`src/rtl/piso_serializer_ctrl_pkg.sv`:
```
`default_nettype none
// ============================================================================
// piso_serializer_ctrl_pkg : shared state encoding and counter sizing helper
// Rev 1.0
// ============================================================================
package piso_serializer_ctrl_pkg;

  typedef enum logic [1:0] {
    ST_IDLE  = 2'd0,
    ST_SHIFT = 2'd1,
    ST_GAP   = 2'd2
  } piso_state_e;

  // Bits needed to count 0..n-1, never less than one.
  function automatic int cnt_width(input int n);
    return (n < 2) ? 1 : $clog2(n);
  endfunction

endpackage
`default_nettype wire

```
`src/rtl/piso_serializer_ctrl_if.sv`:
```
`default_nettype none
// ============================================================================
// piso_serializer_ctrl_if : parallel handshake in, framed serial stream out
// Rev 1.0
// ============================================================================
interface piso_serializer_ctrl_if #(
  parameter int WIDTH = 4
);
  logic             in_valid;
  logic [WIDTH-1:0] in_data;
  logic             in_ready;
  logic             so;
  logic             so_valid;
  logic             sof;
  logic             eof;
  logic             busy;
  logic             done;

  modport master (
    output in_valid, in_data,
    input  in_ready, so, so_valid, sof, eof, busy, done
  );

  modport slave (
    input  in_valid, in_data,
    output in_ready, so, so_valid, sof, eof, busy, done
  );
endinterface
`default_nettype wire

```
`src/rtl/piso_serializer_ctrl_bit_timer.sv`:
```
`default_nettype none
// ============================================================================
// piso_bit_timer : holds each serial bit for DIV clocks, ticks on the last one
// Rev 1.0
// ============================================================================
module piso_bit_timer
  import piso_serializer_ctrl_pkg::*;
#(
  parameter int DIV = 1
) (
  input  wire  clk,
  input  wire  rst,
  input  wire  clr_i,
  input  wire  en_i,
  output logic bit_tick_o
);
  localparam int             DW       = cnt_width(DIV);
  localparam logic [DW-1:0]  DIV_LAST = DW'(DIV - 1);

  logic [DW-1:0] div_cnt_q, div_cnt_d;

  assign bit_tick_o = en_i && (div_cnt_q == DIV_LAST);

  always_comb begin
    div_cnt_d = div_cnt_q;
    if (clr_i) begin
      div_cnt_d = '0;
    end else if (en_i) begin
      div_cnt_d = bit_tick_o ? '0 : div_cnt_q + DW'(1);
    end
  end

  always_ff @(posedge clk) begin
    if (rst) div_cnt_q <= '0;
    else     div_cnt_q <= div_cnt_d;
  end
endmodule
`default_nettype wire

```
`src/rtl/piso_serializer_ctrl.sv`:
```
`default_nettype none
// ============================================================================
// piso_serializer_ctrl : loads a word on handshake, shifts it out framed by sof/eof/done
// Rev 1.0
// ============================================================================
module piso_serializer_ctrl
  import piso_serializer_ctrl_pkg::*;
#(
  parameter int WIDTH     = 4,
  parameter int DIV       = 1,
  parameter bit MSB_FIRST = 1'b1,
  parameter int GAP       = 0
) (
  input  wire                    clk,
  input  wire                    rst,
  piso_serializer_ctrl_if.slave  ser
);
  localparam int            BW       = cnt_width(WIDTH);
  localparam int            GW       = cnt_width(GAP);
  localparam logic [BW-1:0] LAST_BIT = BW'(WIDTH - 1);
  localparam logic [GW-1:0] GAP_LAST = GW'((GAP > 0) ? GAP - 1 : 0);

  piso_state_e      state_q, state_d;
  logic [WIDTH-1:0] shreg_q, shreg_d;
  logic [BW-1:0]    bit_cnt_q, bit_cnt_d;
  logic [GW-1:0]    gap_cnt_q, gap_cnt_d;
  logic             done_q, done_d;
  logic             accept;
  logic             shifting;
  logic             bit_tick;

  assign accept   = ser.in_valid && (state_q == ST_IDLE);
  assign shifting = (state_q == ST_SHIFT);

  piso_bit_timer #(.DIV(DIV)) u_bit_timer (
    .clk        (clk),
    .rst        (rst),
    .clr_i      (accept),
    .en_i       (shifting),
    .bit_tick_o (bit_tick)
  );

  always_comb begin
    state_d   = state_q;
    shreg_d   = shreg_q;
    bit_cnt_d = bit_cnt_q;
    gap_cnt_d = gap_cnt_q;
    done_d    = 1'b0;
    case (state_q)
      ST_IDLE: begin
        if (accept) begin
          shreg_d   = ser.in_data;
          bit_cnt_d = '0;
          state_d   = ST_SHIFT;
        end
      end
      ST_SHIFT: begin
        if (bit_tick) begin
          if (bit_cnt_q == LAST_BIT) begin
            done_d    = 1'b1;
            gap_cnt_d = '0;
            state_d   = (GAP > 0) ? ST_GAP : ST_IDLE;
          end else begin
            shreg_d   = MSB_FIRST ? {shreg_q[WIDTH-2:0], 1'b0}
                                  : {1'b0, shreg_q[WIDTH-1:1]};
            bit_cnt_d = bit_cnt_q + BW'(1);
          end
        end
      end
      ST_GAP: begin
        if (gap_cnt_q == GAP_LAST) state_d   = ST_IDLE;
        else                       gap_cnt_d = gap_cnt_q + GW'(1);
      end
      default: state_d = ST_IDLE;
    endcase
  end

  always_ff @(posedge clk) begin
    if (rst) begin
      state_q   <= ST_IDLE;
      shreg_q   <= '0;
      bit_cnt_q <= '0;
      gap_cnt_q <= '0;
      done_q    <= 1'b0;
    end else begin
      state_q   <= state_d;
      shreg_q   <= shreg_d;
      bit_cnt_q <= bit_cnt_d;
      gap_cnt_q <= gap_cnt_d;
      done_q    <= done_d;
    end
  end

  // Output decode is purely from registered state; so is forced low off-frame.
  assign ser.in_ready = (state_q == ST_IDLE);
  assign ser.so_valid = shifting;
  assign ser.so       = shifting && (MSB_FIRST ? shreg_q[WIDTH-1] : shreg_q[0]);
  assign ser.sof      = shifting && (bit_cnt_q == '0);
  assign ser.eof      = shifting && (bit_cnt_q == LAST_BIT);
  assign ser.busy     = (state_q == ST_SHIFT) || (state_q == ST_GAP);
  assign ser.done     = done_q;
endmodule
`default_nettype wire

```
`src/flat_wrapper.sv`:
```
// flat-port wrapper written by rule: the top's interface ports become plain ports
module piso_serializer_ctrl_flat import piso_serializer_ctrl_pkg::*;
#(
  parameter int WIDTH     = 4,
  parameter int DIV       = 1,
  parameter bit MSB_FIRST = 1'b1,
  parameter int GAP       = 0
)
  (clk, rst, ser_in_valid, ser_in_data, ser_in_ready, ser_so, ser_so_valid, ser_sof, ser_eof, ser_busy, ser_done);
  piso_serializer_ctrl_if #(.WIDTH(WIDTH)) ser_i ();
  input  wire clk;
  input  wire rst;
  input wire logic [$bits(ser_i.in_valid)-1:0] ser_in_valid;
  input wire logic [$bits(ser_i.in_data)-1:0] ser_in_data;
  output wire logic [$bits(ser_i.in_ready)-1:0] ser_in_ready;
  output wire logic [$bits(ser_i.so)-1:0] ser_so;
  output wire logic [$bits(ser_i.so_valid)-1:0] ser_so_valid;
  output wire logic [$bits(ser_i.sof)-1:0] ser_sof;
  output wire logic [$bits(ser_i.eof)-1:0] ser_eof;
  output wire logic [$bits(ser_i.busy)-1:0] ser_busy;
  output wire logic [$bits(ser_i.done)-1:0] ser_done;
  assign ser_i.in_valid = ser_in_valid;
  assign ser_i.in_data = ser_in_data;
  assign ser_in_ready = ser_i.in_ready;
  assign ser_so = ser_i.so;
  assign ser_so_valid = ser_i.so_valid;
  assign ser_sof = ser_i.sof;
  assign ser_eof = ser_i.eof;
  assign ser_busy = ser_i.busy;
  assign ser_done = ser_i.done;
  piso_serializer_ctrl #(.WIDTH(WIDTH), .DIV(DIV), .MSB_FIRST(MSB_FIRST), .GAP(GAP)) u_core (.clk(clk), .rst(rst), .ser(ser_i));
endmodule
```
`config.mk`:
```
export PLATFORM = sky130hd
export DESIGN_NAME = piso_serializer_ctrl_flat
export DESIGN_NICKNAME = d
export VERILOG_FILES = /design/src/rtl/piso_serializer_ctrl_pkg.sv /design/src/rtl/piso_serializer_ctrl_if.sv /design/src/rtl/piso_serializer_ctrl_bit_timer.sv /design/src/rtl/piso_serializer_ctrl.sv /design/src/flat_wrapper.sv
export SDC_FILE = /design/constraint.sdc
export NUM_CORES = 1
export LEC_CHECK = 0
export CORE_AREA = 3 3 40 42
export CTS_BUF_LIST = sky130_fd_sc_hd__clkbuf_4 sky130_fd_sc_hd__clkbuf_8
export DETAILED_ROUTE_END_ITERATION = 16
export DIE_AREA = 0 0 43 45
export PLACE_DENSITY = 0.65
export SYNTH_ARGS = -nofsm -noshare
export SYNTH_HDL_FRONTEND = slang
export SYNTH_SLANG_ARGS = --single-unit
```
`constraint.sdc`:
```
create_clock -name clk -period 1.65 [get_ports clk]
set_clock_uncertainty 0.15 [all_clocks]
set_input_delay 0.33 -clock clk [delete_from_list [all_inputs] [get_ports clk]]
set_output_delay 0.33 -clock clk [all_outputs]
set_load 0.005 [all_outputs]
```
---- After elaboration in Yosys (flattened, before gate mapping) ----
Cells that the tools add are included.
word-level totals
  flip-flop bits (word level) ............. 11
  latch bits .............................. 0
  RAM bits ................................ 0
  bits in read-only memories .............. 0
  bits of input ports ..................... 7
  logic and storage cells ................. 54
  memories kept ........................... 0
cells by class
  add/subtract/negate cells ............... 3
  multiply operators ...................... 0
  div/mod/pow operators ................... 0
  magnitude comparators ................... 0
  eq/ne operators ......................... 8
  shift-type cells ........................ 0
  multiplexer cells ....................... 19
  bitwise logic cells ..................... 3
  reductions and logical operators ........ 15
operator list
  cell                                                                   count
  2-bit 2-to-1 mux                                                       7
  4-bit 2-to-1 mux                                                       3
  2-bit != test, second input constant                                   4
  4-bit case mux with 2 select lines                                     1
  4-bit AND reduction                                                    2
  2-bit case mux with 3 select lines                                     1
  1-bit logical AND                                                      5
  1-bit 2-to-1 mux                                                       5
  2-bit equality test, second input constant                             2
  2-bit logical NOT                                                      2
  2-bit case mux with 2 select lines                                     1
  2-bit nonzero test                                                     2
  1-bit inverter                                                         3
  3-bit AND reduction                                                    1
  3-bit OR reduction                                                     1
  1-bit adder, second input constant                                     2
  2-bit by 1-bit adder with 2-bit output, second input constant          1
  2-bit by 1-bit equality test with 1-bit output, second input constant  1
  2-bit by 1-bit != test with 1-bit output, second input constant        1
  1-bit case mux with 2 select lines                                     1
  2-bit OR reduction                                                     1
  1-bit logical OR                                                       1

---- Logic depth before layout (Yosys ltp) ----
Gate-level depths: netlist of run 1.
  depth after elaboration ................. 4
  gate-level depth with buffers ........... 4
  mapped depth without buffers ............ 4

---- By module ----
Synthesis of run 1 repeated with hierarchy kept, for this count alone.
second synthesis, totals
  cells, all modules ...................... 50
  area total of the unflattened synthesis .. 469.2 um^2
modules (own cells, without submodules)
  module                times used  cells each  area each (um^2)
  piso_serializer_ctrl  1           47          427.9
  piso_bit_timer        1           3           41.3

---- Least setup slack after synthesis of run 1 ----
No wires, ideal clock.
  path type ............................... register to register
  start ................................... register u_core.bit_cnt_q[1]
  end ..................................... register u_core.bit_cnt_q[1]
  data arrival time ....................... 1,068 ps
  required time ........................... 1,426 ps
  setup slack ............................. 358 ps
  stages on the path, launching flop included .. 5
  path buffers ............................ 0
  period minus slack after synthesis ...... 1,292 ps
  cells stage by stage .................... dfxtp_1 > ha_1 > nor2_2 > or3_1 > a31oi_1
between the ends
  longest elaborated chain between the ends .. 4
  elaborated cells between the ends (all ways) .. 7
  classes of those cells .................. 1 x add/sub; 2 x eq/ne; 3 x mux; 1 x reduce/logical
RTL lines
  element                                 line                        source
  start: declaration                      piso_serializer_ctrl.sv:25  logic [BW-1:0] bit_cnt_q, bit_cnt_d;
  start signal: assignment                piso_serializer_ctrl.sv:88  bit_cnt_q <= bit_cnt_d;
  2-bit by 1-bit adder with 2-bit output  piso_serializer_ctrl.sv:66  bit_cnt_d = bit_cnt_q + BW'(1);
  2-bit 2-to-1 mux                        piso_serializer_ctrl.sv:59  if (bit_cnt_q == LAST_BIT) begin
  2-bit 2-to-1 mux                        piso_serializer_ctrl.sv:58  if (bit_tick) begin
  2-bit case mux with 2 select lines      piso_serializer_ctrl.sv:49  case (state_q)
Parallel ways exist; a longest one is shown, timed or not. The select of a mux whose other input is x is not followed.
A chain may end at the register's enable or synchronous reset.

---- Final worst setup path of run 1 ----
  start ................................... register u_core.state_q[0]
  end ..................................... output port ser_busy
between the ends
  longest elaborated chain between the ends .. 2
  elaborated cells between the ends (all ways) .. 3
  classes of those cells .................. 2 x eq/ne; 1 x reduce/logical
RTL lines
  element                                                                                line                         source
  start: declaration                                                                     piso_serializer_ctrl.sv:23   piso_state_e state_q, state_d;
  start signal: assignment                                                               piso_serializer_ctrl.sv:86   state_q <= state_d;
  2-bit by 1-bit equality test with 1-bit output or 2-bit equality test (tied branches)  piso_serializer_ctrl.sv:100  assign ser.busy = (state_q == ST_SHIFT) || (state_q == ST_GAP);
  1-bit logical OR (*)                                                                   piso_serializer_ctrl.sv:100
  end: declaration                                                                       flat_wrapper.sv:20           output wire logic [$bits(ser_i.busy)-1:0] ser_busy;
Mark *: on every way between the ends. The rest lies on a longest branch, timed or not.

==> flow_metrics.py, run 1 <==
metrics = {
    "outcome": {
        "outcome": "finished clean",
    },
    "timing": {
        "fmax_ghz": 0.621,
        "worst_pin_slew_ns": 0.348,
        "fin_ws_ns": 0.0390,
        "rsz0062_at_grt": "no",
        "hold_viol": 0,
        "relSlewSlack": 0.768,
        "drv_slew": 0,
        "setup_viol": 0,
        "period_minus_slack_ns": 1.61,
        "fin_crit_sh": 0.976,
    },
    "clock_tree": {
        "clk_pin_slew_ns": 0.07,
        "insertion_delay_ns": 0.27,
        "cts_root_buffer": "clkbuf_4",
        "h-tree-depth": 1,
        "clock_path_buffers": 2,
        "cts_made_buffers": 3,
        "cts_sinks": 9,
        "cts_tree": "yes",
        "holdBufCountCts": 0,
    },
    "route": {
        "routedWlPerCell_um": 11.6,
        "dr.pass1.iters": 4,
        "drc": 0,
        "wl_um": 1020,
        "postRouteAntennaNets": 0,
        "via_count": 449,
        "drt_iter0_drc": 9,
        "vias_per_cell": 5.10,
    },
    "global_route": {
        "overflow": 0,
        "grt_pass1_wl_um": 1880,
        "antenna_found_initial": 0,
        "grt_usage": 0.134,
        "grt_pass1_vias": 437,
        "grt_max_degree": 11,
    },
    "logic_synthesis": {
        "synth-edff-count": 0,
        "synth_cell_types": 23,
        "ys_warn_count": 0,
        "synthTopCellsByCount": "9 x dfxtp_1, 5 x nand2_1, 4 x a311oi_1",
        "synth_area_leaders": "dfxtp_1 38%, a311oi_1 7.5%, ha_1 5.3%, a211oi_1 4.8%, and2_1 4.0%",
        "async_flop_share": 0,
        "synth_top_cell_by_area": "dfxtp_1",
        "syn_inst": 55,
        "synthesis.nets": 64,
        "ys_seq_elements": 9,
        "yosysSeqAreaShare": 0.384,
        "synth.most_common_cell": "dfxtp_1",
        "synth_area_um2": 469,
        "synth_ff_type": "dfxtp_1",
        "synthDominantCellAreaShare": 0.384,
        "avgSynthCellArea_um2": 8.53,
    },
    "critical_path": {
        "critPathMaxFanout": 5,
        "worstPathArrival_ns": 1.13,
        "max_stage_delay_ns": 0.50,
        "r2r_cells": 5,
        "end_kind": "output pin",
        "rr_endpoint": "u_core.bit_cnt_q[0]",
        "startpoint_type": "flip-flop",
        "cp_data_required_time_ns": 1.17,
        "worstPathCellList": "clkdlybuf4s50_1",
        "r2r-start": "u_core.state_q[0]",
        "crit_buf_inv": 1,
        "crit_family": "buffers and inverters",
        "crit_type": "reg -> out",
        "cp_num_cells": 1,
        "rrSetupSlack_ns": 0.13,
        "critPathSlowestCell": "clkdlybuf4s50_1",
    },
    "finish": {
        "layout-drive-gt1-share": 0.260,
        "final_util": 0.516,
        "antenna_cells": 0,
        "multi_input_area_um2": 246,
        "regArea_um2": 186,
        "nNetsFinal": 83,
        "syn_to_final_growth_pct": 41.3,
        "final_cells": 88,
        "n_fill_cell": 134,
    },
    "power_and_ir_drop": {
        "irDropWorstVdd_uv": 404,
        "p_total_uw": 520,
        "power_density_nw_per_um2": 784,
        "p_leak_nw": 0.264,
    },
    "hold_path": {
        "worstHoldStart": "u_core.shreg_q[1]",
        "hp-class": "reg -> reg",
        "worstHoldEndpoint": "u_core.shreg_q[2]",
        "hold_path_depth": 2,
    },
    "floorplan": {
        "rows": 13,
        "initial_utilization": 0.365,
        "dieArea_um2": 1940,
        "die_width_um": 43,
        "die_h_um": 45,
        "core_um2": 1280,
        "ios": 14,
    },
    "job": {
        "drv_cap": 0,
    },
    "placement": {
        "place_congestion": 0.715,
        "dp.final_hpwl_um": 721,
        "placedCellCount": 83,
        "post-place-ws_ns": -0.0489,
        "port_buffers": 13,
    },
}
## flip-flops by register name (all words and copies together) (netlist names)
signal,flops
u_core.shreg_q,4
u_core.bit_cnt_q,2
u_core.state_q,1
u_core.ser.done,1
u_core.u_bit_timer.div_cnt_q,1
## final cells by class
class                   instances  area share
clock buffers                   4      0.0453
well taps                      15      0.0283
flip-flops and latches          9       0.281
inverters                       4      0.0226
repair buffers                 19       0.251
multi-input cells              37       0.372
## kinds of logic (layout without fill, tap and decap cells)
group,after synthesis,in the layout,synth area share
compound gates,13,13,0.200
buf+inv,9,27,0.101
mux,1,1,0.0213
flops,9,9,0.384
fa+ha+maj,2,2,0.0533
simple gates,21,21,0.240
## report_power, final
part | switching, mW | internal [mW] | leakage [nW] | total (mW)
Clock | 0.0854 | 0.110 | 0.0184 | 0.195
Combinational | 0.0366 | 0.0504 | 0.170 | 0.0870
Sequential | 0.00839 | 0.229 | 0.0752 | 0.238
Total | 0.130 | 0.390 | 0.264 | 0.520
## worst reg2reg max path: stages, from the launching register on
cell and delay, ns:
dfxtp_4 0.36, buf_4 0.14, buf_4 0.14, buf_4 0.16, or3_1 0.37, a31oi_1 0.13
## timing repair
item                                    in CTS  in global routing
gates resized for setup                     11                  5
endpoints found under the setup margin       6                  4
setup buffers                                1                  0
## stage by stage
| stage | setup TNS [ns] | hold WS [ns] | instance area [µm²] |
|---|---|---|---|
| after floorplan | 0 | 0.316 | 469 |
| after global placement | -0.0157 | 0.340 | 623 |
| after detailed placement | -0.142 | 0.343 | 623 |
| after CTS | -0.0138 | 0.349 | 666 |
| after global routing | 0 | 0.365 | 663 |
| final | 0 | 0.346 | 663 |
## cell usage in the layout, fill, tap and decap left out
master           count
nor2_2               1
nor2_1               2
dlygate4sd2_1        1
dlymetal6s2s_1       1
dfxtp_2              2
nand2_1              5
ha_2                 1
ha_1                 1
a311oi_1             4
inv_2                1
buf_4                6
o22a_1               1
a31oi_1              2
a211oi_1             3
nor2b_1              3
and2_1               2
clkdlybuf4s15_1      1
inv_1                3
clkdlybuf4s50_1      8
dfxtp_4              1
clkbuf_4             4
clkbuf_2             2
dfxtp_1              6
mux2i_1              1
nor3b_1              1
or3_1                3
nand3_1              2
and2_4               1
o21ai_0              3
nor4_1               1
## layer usage
metal | vias up | wire, µm | GRT usage
li1 | 230 | - | -
met1 | 202 | 485 | 0.173
met4 | 0 | 12 | 0.0542
met2 | 15 | 432 | 0.186
met3 | 2 | 90 | 0.0717
met5 | - | 0 | 0
## worst max-delay path by stage
stage | startpoint | endpoint | slack, ns
3_3_place_gp | ser_in_valid | u_core.shreg_q[0] | -0.02
5_1_grt | u_core.state_q[0] | ser_busy | 0.002
4_1_cts | u_core.bit_cnt_q[0] | ser_sof | -0.01
2_1_floorplan | u_core.bit_cnt_q[1] | u_core.bit_cnt_q[1] | 0.36
3_5_place_dp | ser_in_valid | u_core.shreg_q[0] | -0.05
6_report | u_core.state_q[0] | ser_busy | 0.04
No activity file was read; power rests on OpenSTA's default activity.
==> run 2: changes to the inputs <==
- CORE_AREA: 3 3 40 42 -> 5 5 42 44
- DIE_AREA: 0 0 43 45 -> 0 0 47 49
==> flow_metrics.py, run 2 (synthesis results as in run 1) <==
metrics = {
    "critical_path": {
        "max_stage_delay_ns": 0.49,
        "critPathMaxFanout": 5,
        "crit_type": "reg -> out",
        "cp_data_required_time_ns": 1.17,
        "worstPathArrival_ns": 1.12,
        "rr_endpoint": "u_core.bit_cnt_q[0]",
        "cp_num_cells": 1,
        "r2r_cells": 5,
        "rrSetupSlack_ns": 0.22,
        "critPathCapture": "ser_so_valid",
        "cp-startpoint": "u_core.state_q[0]",
        "crit_buf_inv": 1,
        "critPathSlowestCell": "clkdlybuf4s50_1",
        "end_kind": "output pin",
        "startpoint_type": "flip-flop",
        "crit_family": "buffers and inverters",
        "r2r-start": "u_core.bit_cnt_q[0]",
        "worstPathCellList": "clkdlybuf4s50_1",
    },
    "clock_tree": {
        "cts_root_buffer": "clkbuf_4",
        "insertion_delay_ns": 0.26,
        "clk_pin_slew_ns": 0.07,
        "h-tree-depth": 1,
        "cts_tree": "yes",
        "cts_made_buffers": 3,
        "cts_sinks": 9,
        "clock_path_buffers": 2,
        "holdBufCountCts": 0,
    },
    "outcome": {
        "outcome": "finished clean",
    },
    "floorplan": {
        "core_um2": 1400,
        "initial_utilization": 0.335,
        "ios": 14,
        "rows": 14,
        "dieArea_um2": 2300,
        "die_width_um": 47,
        "die_h_um": 49,
    },
    "route": {
        "drt_iter0_drc": 15,
        "via_count": 436,
        "drc": 0,
        "wl_met1_um": 431,
        "routedWlPerCell_um": 12.0,
        "dr_wl_met2_um": 543,
        "wl_um": 1060,
        "dr.max_layer_used": "met3",
        "postRouteAntennaNets": 0,
        "met3_length_um": 85,
        "dr.pass1.iters": 4,
        "vias_per_cell": 4.95,
    },
    "global_route": {
        "antenna_found_initial": 0,
        "grt_max_degree": 11,
        "grt_pass1_wl_um": 1700,
        "grt_usage": 0.103,
        "overflow": 0,
        "grt_pass1_vias": 424,
    },
    "timing": {
        "fin_crit_sh": 0.968,
        "fin_worst_hold_slack_ns": 0.344,
        "setup_viol": 0,
        "rsz0062_at_grt": "no",
        "relSlewSlack": 0.759,
        "hold_viol": 0,
        "drv_slew": 0,
        "worst_pin_slew_ns": 0.360,
        "fmax_ghz": 0.626,
        "period_minus_slack_ns": 1.60,
    },
    "finish": {
        "fin_area_um2": 649,
        "top_register": "u_core.shreg_q",
        "nNetsFinal": 82,
        "top_regs": "u_core.shreg_q: 4 flops, u_core.bit_cnt_q: 2 flops",
        "layout-drive-gt1-share": 0.250,
        "largest_reg_flops": 4,
        "layout_commonest_cell": "clkdlybuf4s50_1",
        "final_cell_mix": "9 x clkdlybuf4s50_1, 6 x dfxtp_1, 5 x nand2_1, 5 x buf_4",
        "syn_to_final_growth_pct": 38.4,
        "antenna_cells": 0,
    },
    "power_and_ir_drop": {
        "p_leak_nw": 0.250,
        "power_density_nw_per_um2": 793,
        "irDropWorstVdd_uv": 390,
    },
    "placement": {
        "port_buffers": 13,
        "placed_area_um2": 617,
        "place_congestion": 0.727,
        "dp.final_hpwl_um": 732,
    },
    "job": {
        "drv_cap": 0,
    },
    "hold_path": {
        "hp-class": "reg -> reg",
        "worstHoldStart": "u_core.bit_cnt_q[1]",
    },
}
run 2: cell count changes in the layout (fill, tap and decap cells not counted), sizes merged:
cell           delta
dlymetal6s2s      -1
buf               -1
clkdlybuf4s50     +1
clkbuf            +1
clkdlybuf4s15     -1
run 2: power by group:
part	total, mW	leakage, nW	internal, mW	switching, mW
Combinational	0.0848	0.156	0.0489	0.0359
Sequential	0.238	0.0752	0.229	0.00886
Clock	0.192	0.0184	0.110	0.0820
run 2: metrics by stage:
| stage | TNS (ns) | power, mW | setup slack, ns | util | cells |
|---|---|---|---|---|---|
| floorplan | 0 | 0.290 | 0.358 | - | 55 |
| global placement | -0.0166 | 0.327 | -0.0166 | 0.440 | 83 |
| detailed placement | -0.151 | 0.329 | -0.0577 | 0.440 | 83 |
| CTS | -0.0207 | 0.519 | -0.0207 | 0.471 | 88 |
| global route | 0 | 0.546 | 0.00865 | 0.463 | 88 |
| finish | 0 | 0.515 | 0.0529 | 0.463 | 88 |
run 2: final cells by class:
type	instances	area, µm²
Tap cell	16	20.0
Inverter	4	15.0
Timing Repair Buffer	18	151
Fill cell	151	752
Clock buffer	4	30.0
Multi-Input combinational cell	37	246
Sequential cell	9	186
run 2: metal layers:
layer	vias to the layer above	GRT usage
li1	233	-
met1	187	0.115
met2	16	0.163
met3	0	0.0258
met4	0	0.0691
met5	-	0
run 2: worst min-delay path by stage:
stage | cells past startpoint | to | slack, ns
6_report | 2 | u_core.bit_cnt_q[1] | 0.34
5_1_grt | 2 | u_core.shreg_q[3] | 0.38
4_1_cts | 2 | u_core.bit_cnt_q[1] | 0.34
3_5_place_dp | 2 | u_core.shreg_q[2] | 0.34
3_3_place_gp | 2 | u_core.shreg_q[2] | 0.34
2_1_floorplan | 2 | u_core.shreg_q[3] | 0.32
run 2: repair_timing:
item / 4_1_cts / 5_1_grt
hold endpoints to repair: 0 / 0
pin swaps: 0 / 0
endpoints found under the setup margin: 6 / 4
resized for setup: 11 / 5
setup buffers: 1 / 0
==> run 3: changes to the inputs <==
- CELL_PAD_IN_SITES_DETAIL_PLACEMENT: default -> 2
- CELL_PAD_IN_SITES_GLOBAL_PLACEMENT: default -> 2
- CORE_AREA: 5 5 42 44 -> default
- CORE_ASPECT_RATIO: default -> 0.75
- CORE_MARGIN: default -> 5
- CORE_UTILIZATION: default -> 26
- DIE_AREA: 0 0 47 49 -> default
- PLACE_DENSITY: 0.65 -> 0.79
==> flow_metrics.py, run 3 (synthesis results as in run 1) <==
metrics = {
    "placement": {
        "placedCellCount": 89,
        "dp.final_hpwl_um": 1030,
        "place_congestion": 0.667,
        "port_buffers": 13,
        "placed_area_um2": 624,
    },
    "finish": {
        "top_register": "u_core.shreg_q",
        "antenna_cells": 0,
        "top_regs": "u_core.shreg_q: 4 flops, u_core.bit_cnt_q: 2 flops",
        "syn_to_final_growth_pct": 42.1,
        "final_cells": 94,
        "fin_area_um2": 667,
        "final_cell_mix": "7 x clkdlybuf4s50_1, 6 x dfxtp_1, 5 x nand2_1",
        "layout-drive-gt1-share": 0.222,
        "largest_reg_flops": 4,
        "nNetsFinal": 82,
        "layout_commonest_cell": "clkdlybuf4s50_1",
    },
    "timing": {
        "relSlewSlack": 0.760,
        "drv_slew": 0,
        "period_minus_slack_ns": 1.57,
        "fmax_ghz": 0.637,
        "tns_ns": 0,
        "fin_crit_sh": 0.952,
        "worst_pin_slew_ns": 0.359,
        "hold_viol": 0,
        "setup_viol": 0,
        "rsz0062_at_grt": "no",
    },
    "critical_path": {
        "worstPathCellList": "ha_1 > and2_1 > clkbuf_2",
        "crit_buf_inv": 1,
        "rrSetupSlack_ns": 0.20,
        "cp_data_required_time_ns": 1.17,
        "r2r_cells": 5,
        "max_stage_delay_ns": 0.33,
        "end_kind": "output pin",
        "critPathMaxFanout": 2,
        "crit_type": "reg -> out",
        "cp_num_cells": 3,
        "worstPathArrival_ns": 1.09,
        "crit_family": "flip-flops",
        "critPathSlowestCell": "dfxtp_2",
        "startpoint_type": "flip-flop",
    },
    "route": {
        "via_count": 471,
        "wl_um": 1390,
        "vias_per_cell": 5.01,
        "drt_iter0_drc": 0,
        "dr.pass1.iters": 1,
        "drc": 0,
        "postRouteAntennaNets": 0,
        "routedWlPerCell_um": 14.8,
    },
    "floorplan": {
        "initial_utilization": 0.272,
        "rows": 13,
        "dieArea_um2": 2760,
        "ios": 14,
        "die_h_um": 46.8,
        "core_um2": 1720,
        "die_width_um": 59.1,
    },
    "global_route": {
        "overflow": 0,
        "grt_max_degree": 11,
        "grt_pass1_wl_um": 2470,
        "grt_usage": 0.126,
        "grt_pass1_vias": 533,
        "antenna_found_initial": 0,
    },
    "power_and_ir_drop": {
        "p_leak_nw": 0.275,
        "power_density_nw_per_um2": 752,
        "irDropWorstVdd_uv": 405,
    },
    "clock_tree": {
        "cts_sinks": 9,
        "clk_pin_slew_ns": 0.07,
        "cts_root_buffer": "clkbuf_4",
        "insertion_delay_ns": 0.27,
        "cts_tree": "yes",
        "cts_made_buffers": 3,
        "clock_path_buffers": 2,
        "h-tree-depth": 1,
        "holdBufCountCts": 0,
    },
    "hold_path": {
        "hold_path_depth": 2,
        "hp-class": "reg -> reg",
    },
    "job": {
        "drv_cap": 0,
    },
    "outcome": {
        "outcome": "finished clean",
    },
}
==> run 3: cell count changes in the layout (fill, tap and decap cells not counted), sizes merged <==
cell,delta
clkbuf,-2
clkdlybuf4s50,-2
dlymetal6s2s,+2
clkinv,+1
dlygate4sd2,+1
==> run 3: final timing paths <==
kind                                       endpoint                 from
worst max register to register    u_core.shreg_q[2]  u_core.bit_cnt_q[0]
worst max-delay path                        ser_eof  u_core.bit_cnt_q[0]
worst min-delay path            u_core.bit_cnt_q[1]  u_core.bit_cnt_q[1]
worst min register to register  u_core.bit_cnt_q[1]  u_core.bit_cnt_q[1]
==> run 3: repair_timing <==
item / 4_1_cts / 5_1_grt
gates resized for setup: 10 / 6
endpoints found under the setup margin: 6 / 8
setup buffers: 1 / 0
==> run 3: layer usage <==
metal / global-route usage / share of wire
met5: 0 / 0
met3: 0.0522 / 0.058
met1: 0.133 / 0.44
met2: 0.233 / 0.49
met4: 0.0407 / 0.0079
==> run 3: cell type report <==
cell class	count	area, µm²
Tap cell	22	27.5
Sequential cell	9	186
Inverter	4	15.0
Fill cell	195	1060
Multi-Input combinational cell	37	246
Clock buffer	3	22.5
Clock inverter	1	5.00
Timing Repair Buffer	18	164
==> run 3: where the power goes <==
group | switching (mW) | total [mW] | internal [mW]
registers | 0.00981 | 0.239 | 0.229
clock network | 0.0863 | 0.176 | 0.0895
logic | 0.0374 | 0.0867 | 0.0493
==> run 3: stage by stage <==
| step | hold slack, ns | setup WS [ns] | total power, mW | utilization |
|---|---|---|---|---|
| final | 0.355 | 0.0795 | 0.502 | 0.387 |
| after floorplan | 0.316 | 0.358 | 0.290 | - |
| after global routing | 0.373 | 0.0137 | 0.538 | 0.387 |
| after CTS | 0.359 | -0.0327 | 0.515 | 0.385 |
| after detailed placement | 0.353 | -0.0671 | 0.334 | 0.362 |
| after global placement | 0.342 | -0.0274 | 0.330 | 0.362 |
==> run 3: tightest hold or removal path: stages, from the launching register on <==
cell     delay, ns
dfxtp_2       0.33
nand2_1       0.06
a31oi_1       0.07
